<file path="src/rtl/en_strobe_pkg.sv">
// rtl/en_strobe_pkg.sv - shared types and default widths for the enable-strobe generator
package en_strobe_pkg;

    typedef enum logic [1:0] {
        IDLE = 2'd0,
        RUN  = 2'd1,
        DONE = 2'd2
    } strobe_state_t;

    localparam int DEF_CNT_W   = 8;
    localparam int DEF_BURST_W = 8;

endpackage

</file>
<file path="src/rtl/en_strobe_gen_if.sv">
// rtl/en_strobe_gen_if.sv - control/status bundle between a requester and en_strobe_gen
interface en_strobe_gen_if
    import en_strobe_pkg::*;
#(
    parameter int CNT_W   = DEF_CNT_W,
    parameter int BURST_W = DEF_BURST_W
) ();

    logic               start;
    logic               abort;
    logic [CNT_W-1:0]   div;
    logic [BURST_W-1:0] burst_len;
    logic               en;
    logic               busy;
    logic               done;
    logic [BURST_W-1:0] pulses_sent;

    modport master (
        output start, abort, div, burst_len,
        input  en, busy, done, pulses_sent
    );

    modport slave (
        input  start, abort, div, burst_len,
        output en, busy, done, pulses_sent
    );

endinterface

</file>
<file path="src/rtl/strobe_div_counter.sv">
// rtl/strobe_div_counter.sv - modulo (limit+1) cycle counter with terminal-count flag
module strobe_div_counter #(
    parameter int CNT_W = 8
) (
    input  logic             clk,
    input  logic             reset,
    input  logic             clear,
    input  logic             run,
    input  logic [CNT_W-1:0] limit,
    output logic             tc
);

    logic [CNT_W-1:0] cnt;

    // tc marks the cycle in which the strobe should be issued
    assign tc = (cnt == limit);

    // Count 0..limit while running, wrapping to 0 on terminal count; clear has priority
    always_ff @(posedge clk or negedge reset) begin
        if (!reset) begin
            cnt <= '0;
        end else if (clear) begin
            cnt <= '0;
        end else if (run) begin
            if (tc) begin
                cnt <= '0;
            end else begin
                cnt <= cnt + 1'b1;
            end
        end
    end

endmodule

</file>
<file path="src/rtl/en_strobe_gen.sv">
// rtl/en_strobe_gen.sv - start/abort driven generator of periodic one-cycle enable strobes
module en_strobe_gen
    import en_strobe_pkg::*;
#(
    parameter int CNT_W   = DEF_CNT_W,
    parameter int BURST_W = DEF_BURST_W
) (
    input  logic           clk,
    input  logic           reset,
    en_strobe_gen_if.slave bus
);

    localparam logic [1:0] ST_IDLE = IDLE;
    localparam logic [1:0] ST_RUN  = RUN;
    localparam logic [1:0] ST_DONE = DONE;

    logic [1:0]         state;
    logic [CNT_W-1:0]   div_q;
    logic [BURST_W-1:0] len_q;
    logic [BURST_W-1:0] pulses_q;
    logic [BURST_W-1:0] pulses_next;
    logic               en_q;
    logic               done_q;
    logic               tc;
    logic               cnt_run;
    logic               cnt_clear;

    // The counter only advances in RUN; it is held at zero otherwise so each run starts aligned
    assign cnt_run     = (state == ST_RUN);
    assign cnt_clear   = (state != ST_RUN) || bus.abort;
    assign pulses_next = pulses_q + 1'b1;

    assign bus.en          = en_q;
    assign bus.done        = done_q;
    assign bus.busy        = (state == ST_RUN);
    assign bus.pulses_sent = pulses_q;

    strobe_div_counter #(
        .CNT_W (CNT_W)
    ) u_div_counter (
        .clk   (clk),
        .reset (reset),
        .clear (cnt_clear),
        .run   (cnt_run),
        .limit (div_q),
        .tc    (tc)
    );

    // Run-control FSM with registered strobe, done pulse and pulse counter
    always_ff @(posedge clk or negedge reset) begin
        if (!reset) begin
            state    <= ST_IDLE;
            div_q    <= '0;
            len_q    <= '0;
            pulses_q <= '0;
            en_q     <= 1'b0;
            done_q   <= 1'b0;
        end else begin
            case (state)
                ST_IDLE: begin
                    en_q   <= 1'b0;
                    done_q <= 1'b0;
                    if (bus.start && !bus.abort) begin
                        div_q    <= bus.div;
                        len_q    <= bus.burst_len;
                        pulses_q <= '0;
                        state    <= ST_RUN;
                    end
                end
                ST_RUN: begin
                    done_q <= 1'b0;
                    if (bus.abort) begin
                        // abort beats a coincident strobe; pulses_sent is kept for inspection
                        en_q  <= 1'b0;
                        state <= ST_IDLE;
                    end else if (tc) begin
                        en_q     <= 1'b1;
                        pulses_q <= pulses_next;
                        if ((len_q != '0) && (pulses_next == len_q)) begin
                            state <= ST_DONE;
                        end
                    end else begin
                        en_q <= 1'b0;
                    end
                end
                ST_DONE: begin
                    en_q   <= 1'b0;
                    done_q <= 1'b1;
                    state  <= ST_IDLE;
                end
                default: begin
                    en_q   <= 1'b0;
                    done_q <= 1'b0;
                    state  <= ST_IDLE;
                end
            endcase
        end
    end

endmodule
</file>
<file path="src/flat_wrapper.sv">
// flat-port wrapper written by rule: the top's interface ports become plain ports
module en_strobe_gen_flat import en_strobe_pkg::*;
#(
    parameter int CNT_W   = DEF_CNT_W,
    parameter int BURST_W = DEF_BURST_W
)
  (clk, reset, bus_start, bus_abort, bus_div, bus_burst_len, bus_en, bus_busy, bus_done, bus_pulses_sent);
  en_strobe_gen_if #(.CNT_W(CNT_W), .BURST_W(BURST_W)) bus_i ();
  input  logic clk;
  input  logic reset;
  input wire logic [$bits(bus_i.start)-1:0] bus_start;
  input wire logic [$bits(bus_i.abort)-1:0] bus_abort;
  input wire logic [$bits(bus_i.div)-1:0] bus_div;
  input wire logic [$bits(bus_i.burst_len)-1:0] bus_burst_len;
  output wire logic [$bits(bus_i.en)-1:0] bus_en;
  output wire logic [$bits(bus_i.busy)-1:0] bus_busy;
  output wire logic [$bits(bus_i.done)-1:0] bus_done;
  output wire logic [$bits(bus_i.pulses_sent)-1:0] bus_pulses_sent;
  assign bus_i.start = bus_start;
  assign bus_i.abort = bus_abort;
  assign bus_i.div = bus_div;
  assign bus_i.burst_len = bus_burst_len;
  assign bus_en = bus_i.en;
  assign bus_busy = bus_i.busy;
  assign bus_done = bus_i.done;
  assign bus_pulses_sent = bus_i.pulses_sent;
  en_strobe_gen #(.CNT_W(CNT_W), .BURST_W(BURST_W)) u_core (.clk(clk), .reset(reset), .bus(bus_i));
endmodule
</file>
<file path="config.mk">
export PLATFORM = sky130hd
export DESIGN_NAME = en_strobe_gen_flat
export DESIGN_NICKNAME = d
export VERILOG_FILES = /design/src/rtl/en_strobe_pkg.sv /design/src/rtl/en_strobe_gen_if.sv /design/src/rtl/strobe_div_counter.sv /design/src/rtl/en_strobe_gen.sv /design/src/flat_wrapper.sv
export SDC_FILE = /design/constraint.sdc
export NUM_CORES = 1
export LEC_CHECK = 0
export ABC_AREA = 1
export BUFFER_PORTS_ARGS = -buffer_cell sky130_fd_sc_hd__buf_2
export CAP_MARGIN = 20
export CORE_MARGIN = 1.5
export CORE_UTILIZATION = 50
export DETAILED_ROUTE_END_ITERATION = 12
export GPL_TIMING_DRIVEN = 0
export PLACE_DENSITY = 0.75
export SETUP_SLACK_MARGIN = 0.15
export SLEW_MARGIN = 20
export SYNTH_ARGS = -nofsm -noshare
export SYNTH_HDL_FRONTEND = slang
export SYNTH_HIERARCHICAL = 1
export SYNTH_SLANG_ARGS = --single-unit
</file>
<file path="constraint.sdc">
create_clock -name clk -period 2.8 [get_ports clk]
set_input_delay 0.14 -clock clk [delete_from_list [all_inputs] [get_ports clk]]
set_output_delay 0.14 -clock clk [all_outputs]
set_load 0.02 [all_outputs]
</file>
* Word level (Yosys, flattened, before mapping) *
Cells that the tools add are included.

cells by class
  add/sub/neg operators = 2
  multipliers = 0
  div/mod/pow operators = 0
  $lt $le $gt $ge = 0
  equal/unequal tests = 10
  shifts and indexed selects = 0
  mux-type cells = 16
  bitwise operators = 0
  reduce and logical (&&, ||, !) cells = 11

operator list
  kind                 number
  $mux 8               6
  $add 8x1->8 const B  2
  $eq 8x8->1           2
  $pmux 8 s2           1
  $mux 2               4
  $reduce_bool 8->1    1
  $ne 2x1->1 const B   3
  $ne 3x2->1 const B   2
  $mux 1               4
  $pmux 2 s2           1
  $reduce_and 4->1     1
  $reduce_bool 2->1    2
  $reduce_and 3->1     1
  $eq 2x1->1 const B   1
  $eq 2x2->1 const B   1
  $logic_and 1x1->1    2
  $logic_not 2->1      1
  $ne 2x2->1 const B   1
  $reduce_and 2->1     1
  $logic_not 1->1      1
  $logic_or 1x1->1     1

storage, ports and cells
  register bits = 36
  latch bits = 0
  memory bits (writable) = 0
  ROM bits = 0
  output and inout bits = 11
  logic and storage cells = 46
  memories = 0

* Logic depth before layout (Yosys ltp) *
Gate-level depths: netlist (run 1).

  depth in word-level cells = 7
  depth in mapped cells = 14
  mapped depth without buffers = 14

* Cells and area by module *
Netlist (run 1), hierarchy kept.

modules (own cells, without submodules)
  module              times used  cells each  area an instance (um2)  seq. area each (um2)
  en_strobe_gen       1           186         1,432.6                 700.7
  strobe_div_counter  1           87          609.3                   200.2

* Worst setup path after synthesis (run 1) *
Ideal clock, no wire load.

  kind = register -> register
  start point = register u_core.state[1]
  end point = register u_core.u_div_counter.cnt[4]
  library setup time = 0.077 ns
  data arrival time = 1.658 ns
  required time = 2.723 ns
  slack = 1.064 ns
  stages on the path, launching flop included = 11
  cell sequence = dfrtp_1 nor2_2 inv_1 nor2_1 inv_1 nor2_4 inv_2 nand2_1 nor2_1 xor2_1 a21oi_1

on the way
  elaborated cells between the ends (all ways) = 5
  those cells by class = 2 x eq/ne; 1 x mux; 2 x reduce/logical

RTL lines
  what                         RTL line                  text
  from (decl)                  en_strobe_gen.sv:17       logic [1:0] state;
  from (signal assigned)       en_strobe_gen.sv:52       state <= ST_IDLE;
  from (signal assigned)       en_strobe_gen.sv:67       state <= ST_RUN;
  from (signal assigned)       en_strobe_gen.sv:75       state <= ST_IDLE;
  $eq 2x1->1                   n/a
  named net bus_busy           flat_wrapper.sv:16        output wire logic [$bits(bus_i.busy)-1:0] bus_busy;
  $reduce_bool 2->1 (no line)  n/a
  to (signal assigned)         strobe_div_counter.sv:28  cnt <= cnt + 1'b1;
  to (decl)                    strobe_div_counter.sv:13  logic [CNT_W-1:0] cnt;

The timed path passes the listed nets, and every way through them passes these cells.
A chain may end at the register's enable or synchronous reset.

* Worst setup path in the final report (run 1) *
  start point = register u_core.u_div_counter.cnt[4]
  end point = register u_core.pulses_q[7], in the netlist u_core/bus.pulses_sent[7]

on the way
  longest elaborated chain between the ends = 3

RTL lines
  what                        RTL line                  text
  $eq 8x8->1                  strobe_div_counter.sv:16  assign tc = (cnt == limit);
  named net u_core.tc         en_strobe_gen.sv:24       logic tc;
  $ne 2x1->1 (no line)        n/a
  $reduce_and 4->1 (no line)  n/a
  to (signal assigned)        en_strobe_gen.sv:78       pulses_q <= pulses_next;
  to (decl)                   en_strobe_gen.sv:20       logic [BURST_W-1:0] pulses_q;

The timed path passes the listed nets, and every way through them passes these cells.

==> results of run 1 <==
## sequential cells by signal, summed over array words and instances, names as in the netlist
register,flops
u_core/u_div_counter/cnt,8
u_core/len_q,8
u_core/bus.pulses_sent,8
u_core/bus.done,1
u_core/div_q,8
u_core/state,2
u_core/bus.en,1
## power by group
part	internal (mW)	switching [mW]	total [mW]
Clock	0.201	0.181	0.382
Combinational	0.0789	0.131	0.210
Sequential	0.570	0.0388	0.609
Total	0.850	0.351	1.20
## critical path: cells and delay by family, from the launching register on
kind / cells / cell delay, ns
AND/OR/NAND/NOR: 5 / 0.48
flip-flops: 1 / 0.42
buffers and inverters: 2 / 0.20
AO/OA/AOI/OAI: 3 / 0.59
## layout make-up
class | instances | area [µm²] | share of cell area (%)
multi-input combinational | 193 | 959.7 | 40.75
sequential | 36 | 900.9 | 38.26
timing repair buffer | 31 | 160.2 | 6.801
inverter | 38 | 142.6 | 6.057
clock buffer | 8 | 90.09 | 3.826
tap | 50 | 62.56 | 2.657
buffer | 6 | 38.79 | 1.647
## cells in the final DEF (no fill, tap or decap), types with 2 or more instances in the layout
master and n:
nor2_2 3, nand2_2 3, buf_2 31, inv_2 5
o22ai_1 4, a21oi_1 6, ha_1 2, dfrtp_1 36
clkbuf_1 4, nor2_4 2, xnor2_1 5, nand3_1 23
o21ai_1 2, nand2_1 99, o21ai_0 12, clkbuf_8 6
nand2_4 3, nor2_1 15, inv_1 33, buf_4 2
nand4_1 4, xor2_1 4
## cells in the mapped netlist (4+ instances only)
cell type  count  area share [%]
nand4_1        4             1.2
inv_2          5            0.92
xnor2_1        5             2.1
nor2_1        15             2.8
o22ai_1        4             1.2
xor2_1         4             1.7
nand3_1       23             5.6
dfrtp_1       36              44
a21oi_1        6             1.5
nand2_1       99              18
o21ai_0       12             2.9
inv_1         33             6.1
## repair_timing
action                                  in CTS  in global routing
endpoints found under the setup margin       0                  0
hold endpoints to repair                    36                  0
setup buffers                                0                  0
hold buffers                                 1                  0
## logic make-up after synthesis
logic type,after synthesis,share of synthesized area [%]
and+or+nand+nor,157,35.36
buffers and inverters,44,8.885
DFF,36,44.12
AOI/OAI and AO/OA,25,6.556
xor gates and xnor gates,9,3.860
adders and majority gates,2,1.225
## routing by layer
layer / GRT usage [%] / part of all wire [%] / vias up / wire length [µm]
met1: 30.27 / 51 / 802 / 2046
li1: - / - / 922 / -
met5: 0 / 0 / - / 0
met4: 5.357 / 0.45 / 0 / 18
met2: 30.25 / 43 / 42 / 1729
met3: 4.730 / 5.6 / 2 / 224
## worst min path at each step
stage                    start                           to  cells after the start
detailed placement       reset  u_core/div_q[1]$_DFFE_PN0P_                      1
CTS                 bus_div[0]  u_core/div_q[0]$_DFFE_PN0P_                      3
global route        bus_div[4]  u_core/div_q[4]$_DFFE_PN0P_                      3
floorplan                reset    u_core/bus.done$_DFF_PN0_                      0
global placement         reset  u_core/div_q[0]$_DFFE_PN0P_                      1
finish              bus_div[0]  u_core/div_q[0]$_DFFE_PN0P_                      3
==> results.txt, run 1 <==
Setup violators final = 0
Reg2Reg Depth = 10
Layout cells sized above 1 = 19.55%
Non-Filler Instances = 362
R2R Setup Slk = 0.98 ns
Synth warnings = 6
Ant diodes = 0
Core Util, Final = 59.29%
Core ar. = 3971 µm²
Worst Setup Slack, final = 0.9754 ns
Row count = 23
Boundary Pins = 31
Vias in the first global route = 1567
Placed Area = 2255 µm²
Cells after Synth = 273
Initial antenna violation count = 0
Most frequent CP cell = nand2_1
Crit path time final = 1.825 ns
Synth Flop Type = dfrtp_1
Routed Wire Length = 4.019 mm
Maximum buffer depth of the clock tree = 2
Routed length per instance = 11.10 µm
EDFF count, synth = 0
Avg Inst Size Synth = 7.480 µm²
HPWL after DPL = 2.982 mm
CP max stage cell = dfrtp_1
Clock Latency Late Sink = 0.29 ns
Max_slew headroom = 48.03%
Final number of hold-violating endpoints = 0
Critical path type = reg -> reg
Pin count of the biggest net entering global routing = 37
PwrDens = 509.7 nW/µm²
Post-Syn Area = 2042 µm²
Crit end category = flop
Outcome = complete, no violations
Worst EP arrival = 1.98 ns
Vias = 1768
Worst setup SP type = flop
CTS tree = built
Final Total Pwr = 1.200 mW
Synth Register Bits = 36
Post-route ant nets = 0
Post-cts sizing count = 0
Post-synthesis sequential area ratio = 44.12%
Initial Utilization = 51.42%
GRT overflow = 0
# DRC = 0
Leak = 1.268 nW
Die Y = 66.91 µm
Worst vdd ir = 0.0002884 V
Inst Count DP = 353
Req. time, crit path = 2.95 ns
TritonCTS Sinks = 36
Fin crit share = 65.17%
Fin Setup TNS = 0 ns
Reg2reg end = u_core/bus.pulses_sent[7]$_DFFE_PN0P_
Design area = 2355 µm²
Unrepaired setup endpoints after global routing = false
Slew of the pin with the lowest slew margin = 0.7796 ns
Pre-CTS setup slack = 0.9954 ns
# Max-Cap Violations = 0
Die W = 66.91 µm
Clock root cell = clkbuf_8
Fmax = 0.5481 GHz
WHS = 0.04807 ns
Library cells used by synthesis = 28
Overall Global Routing Usage = 20.57%
Drt first pass iters = 4
Fraction of registers with async set/reset = 100.0%
Port bufs = 30
Mapped Nets = 295
DR iter-0 viols = 118
Worst Skew = 0.006932 ns
Area delta synth->final = 15.32%
Critical-path cell list = inv_1, nand2_1, nand2_1, nand2_1, nor2_1, nand2_4, inv_1, a21oi_1, a21oi_2, o21ai_0
Fill cell count = 382
CP startpoint = u_core/u_div_counter/cnt[4]$_DFFE_PN0P_
Worst r2r src = u_core/u_div_counter/cnt[4]$_DFFE_PN0P_
Gpl congestion = 0.8234
Worst stage delay on the critical path = 0.42 ns
Vias per cell = 4.884
First-pass GRT wire length = 6.900 mm
Worst min path class = in -> reg
H-tree Lvls = 2
Reg clk slew, reported paths = 0.07 ns
Final nets = 333
Crit path to = u_core/bus.pulses_sent[7]$_DFFE_PN0P_
Final Max Slew Viols = 0
Cts bufs inserted = 5
Worst Path Max Fanout = 8
Die area = 4476 µm²
No activity file was read; power rests on OpenSTA's default activity.
==> run 2: changes to the inputs <==
Clock period 2.8 ns to 1.85 ns, I/O delays scaled along.
==> results.txt, run 2 (synthesis results as in run 1) <==
Inst Count DP = 353 (unchanged)
Pin count of the biggest net entering global routing = 37 (unchanged)
Crit end category = flop (unchanged)
Max_slew headroom = 47.04% (was 48.03%)
Final nets = 347 (was 333)
Die W = 66.91 µm (unchanged)
Req. time, crit path = 2.02 ns (was 2.95 ns)
First-pass GRT wire length = 7.452 mm (was 6.900 mm)
DR iter-0 viols = 110 (was 118)
Crit-path leading delay family = simple AND/OR/NAND/NOR gates (was compound AO/OA/AOI/OAI gates)
Worst stage delay on the critical path = 0.46 ns (was 0.42 ns)
WP buf/inv = 1 (was 2)
Drt first pass iters = 4 (unchanged)
Fmax = 0.6140 GHz (was 0.5481 GHz)
Maximum buffer depth of the clock tree = 2 (unchanged)
Initial antenna violation count = 0 (unchanged)
Die Y = 66.91 µm (unchanged)
Core Util, Final = 65.28% (was 59.29%)
Worst Path Max Fanout = 4 (was 8)
CP max stage cell = dfrtp_2 (was dfrtp_1)
Setup violators final = 0 (unchanged)
Vias in the first global route = 1668 (was 1567)
Vias = 1885 (was 1768)
Layout cells sized above 1 = 26.99% (was 19.55%)
HPWL after DPL = 2.990 mm (was 2.982 mm)
Outcome = complete, no violations (unchanged)
Worst Setup Slack, final = 0.2215 ns (was 0.9754 ns)
Clock Latency Late Sink = 0.29 ns (about the same)
Crit path time final = 1.629 ns (was 1.825 ns)
PwrDens = 774.5 nW/µm² (was 509.7 nW/µm²)
Pre-CTS setup slack = 0.03056 ns (was 0.9954 ns)
Fin crit share = 88.03% (was 65.17%)
H-tree Lvls = 2 (unchanged)
Non-Filler Instances = 376 (was 362)
Worst EP arrival = 1.80 ns (was 1.98 ns)
# DRC = 0 (unchanged)
Worst min path class = in -> reg (unchanged)
Port bufs = 30 (unchanged)
Design area = 2592 µm² (was 2355 µm²)
GRT overflow = 0 (unchanged)
Reg clk slew, reported paths = 0.08 ns (was 0.07 ns)
Worst vdd ir = 0.0006429 V (was 0.0002884 V)
Leak = 1.344 nW (was 1.268 nW)
Fin Setup TNS = 0 ns (unchanged)
Worst Skew = 0.008821 ns (was 0.006932 ns)
Most frequent CP cell = nand2_1 (unchanged)
# Max-Cap Violations = 0 (unchanged)
Row count = 23 (unchanged)
Final Max Slew Viols = 0 (unchanged)
Overall Global Routing Usage = 22.30% (was 20.57%)
Post-route ant nets = 0 (unchanged)
Vias per cell = 5.013 (was 4.884)
Commonest cells after routing, fill and taps aside = nand2_1 (97), dfrtp_1 (32), buf_2 (31) (was nand2_1 (99), dfrtp_1 (36), inv_1 (33))
Critical-path cell list = xnor2_2, nand2_2, nor2_4, nand2_4, inv_4, nand3_2, nor2_2, nand3_1, nor2_1, nand2_1, nand2_1, nand2_1 (was inv_1, nand2_1, nand2_1, nand2_1, nor2_1, nand2_4, inv_1, a21oi_1, a21oi_2, o21ai_0)
Worst setup SP type = flop (unchanged)
CTS tree = built (unchanged)
Unrepaired setup endpoints after global routing = true (was false)
Gpl congestion = 0.8201 (was 0.8234)
Placed Area = 2260 µm² (was 2255 µm²)
Routed Wire Length = 4.606 mm (was 4.019 mm)
Clock root cell = clkbuf_8 (unchanged)
Final number of hold-violating endpoints = 0 (unchanged)
Boundary Pins = 31 (unchanged)
TritonCTS Sinks = 36 (unchanged)
Routed length per instance = 12.25 µm (was 11.10 µm)
Ant diodes = 0 (unchanged)
Core ar. = 3971 µm² (unchanged)
Die area = 4476 µm² (unchanged)
Area delta synth->final = 26.96% (was 15.32%)
Critical path type = reg -> reg (unchanged)
Initial Utilization = 51.42% (unchanged)
Most common cell after layout, fill and taps aside = nand2_1 (unchanged)
Cts bufs inserted = 5 (unchanged)
Slew of the pin with the lowest slew margin = 0.7944 ns (was 0.7796 ns)
-- run 2: cell types whose count changed in the layout (fill, tap and decap cells not counted), moves of 3 or more --
cell / delta
buf_4: +8
dfrtp_2: +4
inv_1: -4
xnor2_1: -3
nor2_4: +3
dfrtp_1: -4
inv_2: +3
dlygate4sd3_1: +6
nor2_1: -3
-- run 2: worst paths after layout --
path | cells past startpoint | slack [ns] | startpoint | to
worst min register to register | 1 | 0.46 | u_core/state[0]$_DFFE_PN0P_ | u_core/bus.done$_DFF_PN0_
worst max-delay path | 12 | 0.22 | u_core/u_div_counter/cnt[2]$_DFFE_PN0P_ | u_core/state[0]$_DFFE_PN0P_
worst max register to register | 12 | 0.22 | u_core/u_div_counter/cnt[2]$_DFFE_PN0P_ | u_core/state[0]$_DFFE_PN0P_
min in group asynchronous | 2 | 0.42 | reset | u_core/div_q[1]$_DFFE_PN0P_
max in group asynchronous | 2 | 0.87 | reset | u_core/bus.pulses_sent[0]$_DFFE_PN0P_
worst min-delay path | 3 | 0.004 | bus_div[3] | u_core/div_q[3]$_DFFE_PN0P_
-- run 2: timing repair --
action,4_1_cts,5_1_grt
endpoints found under the setup margin,10,13
setup buffers,2,6
gates resized for setup,6,19
gates cloned,0,0
pin swaps,2,9
hold buffers,6,1
hold endpoints to repair,41,1
-- run 2: metrics by stage --
stage,hold slack [ns],power (mW)
after floorplan,-0.2031,1.156
after global placement,0.2254,1.246
after detailed placement,0.2251,1.257
after CTS,0.00006142,1.968
after global routing,0.001932,2.134
final,0.003648,2.008
-- run 2: area by class of cell --
class / instances / area (µm²)
clock buffers: 6 / 72.57
multi-input cells: 193 / 1052
clock inverters: 2 / 35.03
inverters: 38 / 145.1
well taps: 50 / 62.56
plain buffers: 6 / 38.79
repair buffers: 45 / 280.3
flip-flops and latches: 36 / 905.9
fillers: 340 / 1379
-- run 2: power breakdown --
| group | total [mW] | switching, mW | leakage, nW | internal (mW) |
|---|---|---|---|---|
| Combinational | 0.394 | 0.233 | 0.820 | 0.161 |
| Sequential | 0.931 | 0.0680 | 0.469 | 0.863 |
| Clock | 0.683 | 0.283 | 0.0552 | 0.400 |
-- run 2: worst reg2reg max path: stages, from the launching register on --
cell and delay, ns:
dfrtp_2 0.46, xnor2_2 0.18, nand2_2 0.08, nor2_4 0.11
nand2_4 0.08, inv_4 0.06, nand3_2 0.07, nor2_2 0.11
nand3_1 0.08, nor2_1 0.08, nand2_1 0.08, nand2_1 0.07
nand2_1 0.04
-- run 2: per-layer routing --
layer	vias up	global-route usage (%)	wire (µm)
met5	-	0	0
met4	0	8.163	61
met1	873	30.49	2175
met2	50	34.00	2179
li1	953	-	-
met3	9	5.574	191
==> run 3: changes to the inputs <==
Settings changed: CORE_UTILIZATION 50 to 45, PLACE_DENSITY 0.75 to 0.69.
==> results.txt, run 3 (synthesis results as in run 1) <==
Row count = 24 (was 23)
Fmax = 0.6111 GHz (was 0.6140 GHz)
Initial Utilization = 46.90% (was 51.42%)
Core Util, Final = 60.57% (was 65.28%)
Post-route ant nets = 0 (unchanged)
Outcome = complete, no violations (unchanged)
Logic gate share of total power = 18.8% (was 19.6%)
Worst EP arrival = 1.80 ns (about the same)
Met3 WL post-DR = 182 µm (was 191 µm)
Int Pwr = 1.501 mW (was 1.424 mW)
Critical-path cell list = buf_6, xnor2_2, nand2_1, nor2_2, nand2_4, inv_4, nand3_2, nor2_1, nand3_1, nor2_1, nand2_1, nand2_1, nand2_1 (was xnor2_2, nand2_2, nor2_4, nand2_4, inv_4, nand3_2, nor2_2, nand3_1, nor2_1, nand2_1, nand2_1, nand2_1)
Worst vdd ir = 0.0006164 V (was 0.0006429 V)
Area delta synth->final = 29.17% (was 26.96%)
Worst setup SP type = flop (unchanged)
PwrDens = 789.8 nW/µm² (was 774.5 nW/µm²)
Fill cell count = 403 (was 340)
Crit path time final = 1.636 ns (was 1.629 ns)
H-tree Lvls = 2 (unchanged)
Final Max Slew Viols = 0 (unchanged)
Final nets = 355 (was 347)
Flop pwr share = 44.3% (was 46.4%)
Core ar. = 4354 µm² (was 3971 µm²)
Req. time, crit path = 2.02 ns (about the same)
Cts bufs inserted = 5 (unchanged)
# Max-Cap Violations = 0 (unchanged)
Worst stage delay on the critical path = 0.39 ns (was 0.46 ns)
Routed Wire Length = 4.649 mm (was 4.606 mm)
Setup violators final = 0 (unchanged)
Fin crit share = 88.45% (was 88.03%)
Die Y = 70.36 µm (was 66.91 µm)
Slew of the pin with the lowest slew margin = 0.8105 ns (was 0.7944 ns)
Max Used Layer = met4 (unchanged)
Layout cells sized above 1 = 25.75% (was 26.99%)
Pin count of the biggest net entering global routing = 37 (unchanged)
Switching power summed over all nets = 0.5817 mW (was 0.5841 mW)
Clock root cell = clkbuf_8 (unchanged)
Die W = 70.36 µm (was 66.91 µm)
Worst min path class = in -> reg (unchanged)
Most common cell after layout, fill and taps aside = nand2_1 (unchanged)
Sw Ratio = 27.93% (was 29.09%)
Gpl congestion = 0.8068 (was 0.8201)
Initial antenna violation count = 0 (unchanged)
Worst Skew = 0.006888 ns (was 0.008821 ns)
DR iter-0 viols = 77 (was 110)
Ant diodes = 0 (unchanged)
Crit end category = flop (unchanged)
WP buf/inv = 2 (was 1)
Crit-path leading delay family = simple AND/OR/NAND/NOR gates (unchanged)
Boundary Pins = 31 (unchanged)
Final number of hold-violating endpoints = 0 (unchanged)
Commonest cells after routing, fill and taps aside = nand2_1 (99), dfrtp_1 (33), buf_2 (31) (was nand2_1 (97), dfrtp_1 (32), buf_2 (31))
First-pass GRT wire length = 7.928 mm (was 7.452 mm)
CTS tree = built (unchanged)
Vias in the first global route = 1702 (was 1668)
Max_slew headroom = 45.97% (was 47.04%)
HPWL after DPL = 3.124 mm (was 2.990 mm)
Met2 Wirelength = 2.055 mm (was 2.179 mm)
Routed length per instance = 12.04 µm (was 12.25 µm)
Clock Latency Late Sink = 0.29 ns (about the same)
Vias = 1895 (was 1885)
# DRC = 0 (unchanged)
CP max stage cell = dfrtp_1 (was dfrtp_2)
Reg clk slew, reported paths = 0.08 ns (about the same)
Fin Setup TNS = 0 ns (unchanged)
Unrepaired setup endpoints after global routing = true (unchanged)
Vias per cell = 4.909 (was 5.013)
Maximum buffer depth of the clock tree = 2 (unchanged)
Drt first pass iters = 4 (unchanged)
Critical path type = reg -> reg (unchanged)
Leak = 1.386 nW (was 1.344 nW)
Most frequent CP cell = nand2_1 (unchanged)
Worst Path Max Fanout = 3 (was 4)
Clock power frac = 36.9% (was 34.0%)
Port bufs = 30 (unchanged)
TritonCTS Sinks = 36 (unchanged)
GRT overflow = 0 (unchanged)
Overall Global Routing Usage = 20.35% (was 22.30%)
Die area = 4951 µm² (was 4476 µm²)
Met1 Wirelength = 2.348 mm (was 2.175 mm)
-- run 3: cell types whose count changed in the layout (fill, tap and decap cells not counted), sizes merged --
cell and change:
dlygate4sd3 +4, buf +4, clkinv -1, clkbuf +1
-- run 3: worst paths after layout --
| path | start | end | slack [ns] | cells after the start |
|---|---|---|---|---|
| max | u_core/u_div_counter/cnt[3]$_DFFE_PN0P_ | u_core/state[0]$_DFFE_PN0P_ | 0.21 | 13 |
| min | bus_burst_len[4] | u_core/len_q[4]$_DFFE_PN0P_ | 0.008 | 3 |
| max reg2reg | u_core/u_div_counter/cnt[3]$_DFFE_PN0P_ | u_core/state[0]$_DFFE_PN0P_ | 0.21 | 13 |
| min reg2reg | u_core/state[0]$_DFFE_PN0P_ | u_core/bus.done$_DFF_PN0_ | 0.44 | 1 |
| max in group asynchronous | reset | u_core/u_div_counter/cnt[2]$_DFFE_PN0P_ | 0.86 | 2 |
| min in group asynchronous | reset | u_core/bus.pulses_sent[3]$_DFFE_PN0P_ | 0.42 | 2 |
-- run 3: power by group through the flow --
stage          logic (mW)  clock network (mW)  registers [mW]
2_1_floorplan       0.230                   0           0.926
5_1_grt             0.448               0.826           0.932
3_3_place_gp        0.316                   0           0.935
6_report            0.392               0.769           0.922
3_5_place_dp        0.321                   0           0.936
4_1_cts             0.356               0.791           0.921
-- run 3: area by class of cell --
type	count	area [µm²]	area share [%]
multi-input combinational	193	1007	38.19
sequential	36	904.6	34.30
timing repair buffer	53	350.3	13.28
inverter	38	145.1	5.503
clock buffer	7	96.34	3.653
tap	52	65.06	2.467
buffer	6	38.79	1.471
clock inverter	1	30.03	1.139
-- run 3: repair_timing --
| action | in CTS | in global routing |
|---|---|---|
| pin swaps | 2 | 7 |
| hold endpoints to repair | 46 | 0 |
| cloned | 0 | 0 |
| hold buffers | 11 | 0 |
| buffers inserted | 2 | 10 |
| endpoints found under the setup margin | 10 | 21 |
| resized for setup | 4 | 12 |
-- run 3: worst min-delay path, delay by kind of cell --
| family | cells | cell delay (ns) |
|---|---|---|
| AOI/OAI and AO/OA | 1 | 0.05 |
| buffers and inverters | 1 | 0.08 |
| and+or+nand+nor | 1 | 0.04 |
-- run 3: through the flow --
step	total power [mW]	std cells	hold WS [ns]	setup WS, ns	area [µm²]
after global routing	2.206	386	0.01216	0.03510	2638
after floorplan	1.156	273	-0.2031	0.2240	2047
after global placement	1.251	355	0.2242	0.06210	2262
after detailed placement	1.257	355	0.2306	0.01843	2262
after CTS	2.068	376	0.0001487	0.1698	2526
final	2.083	386	0.007870	0.2136	2638
-- run 3: per-layer routing --
layer  vias to the layer above  global-route usage [%]
met4                         0                   6.410
met1                       876                   29.82
met5                         -                       0
met3                         7                   4.762
met2                        38                   29.66
li1                        974                       -
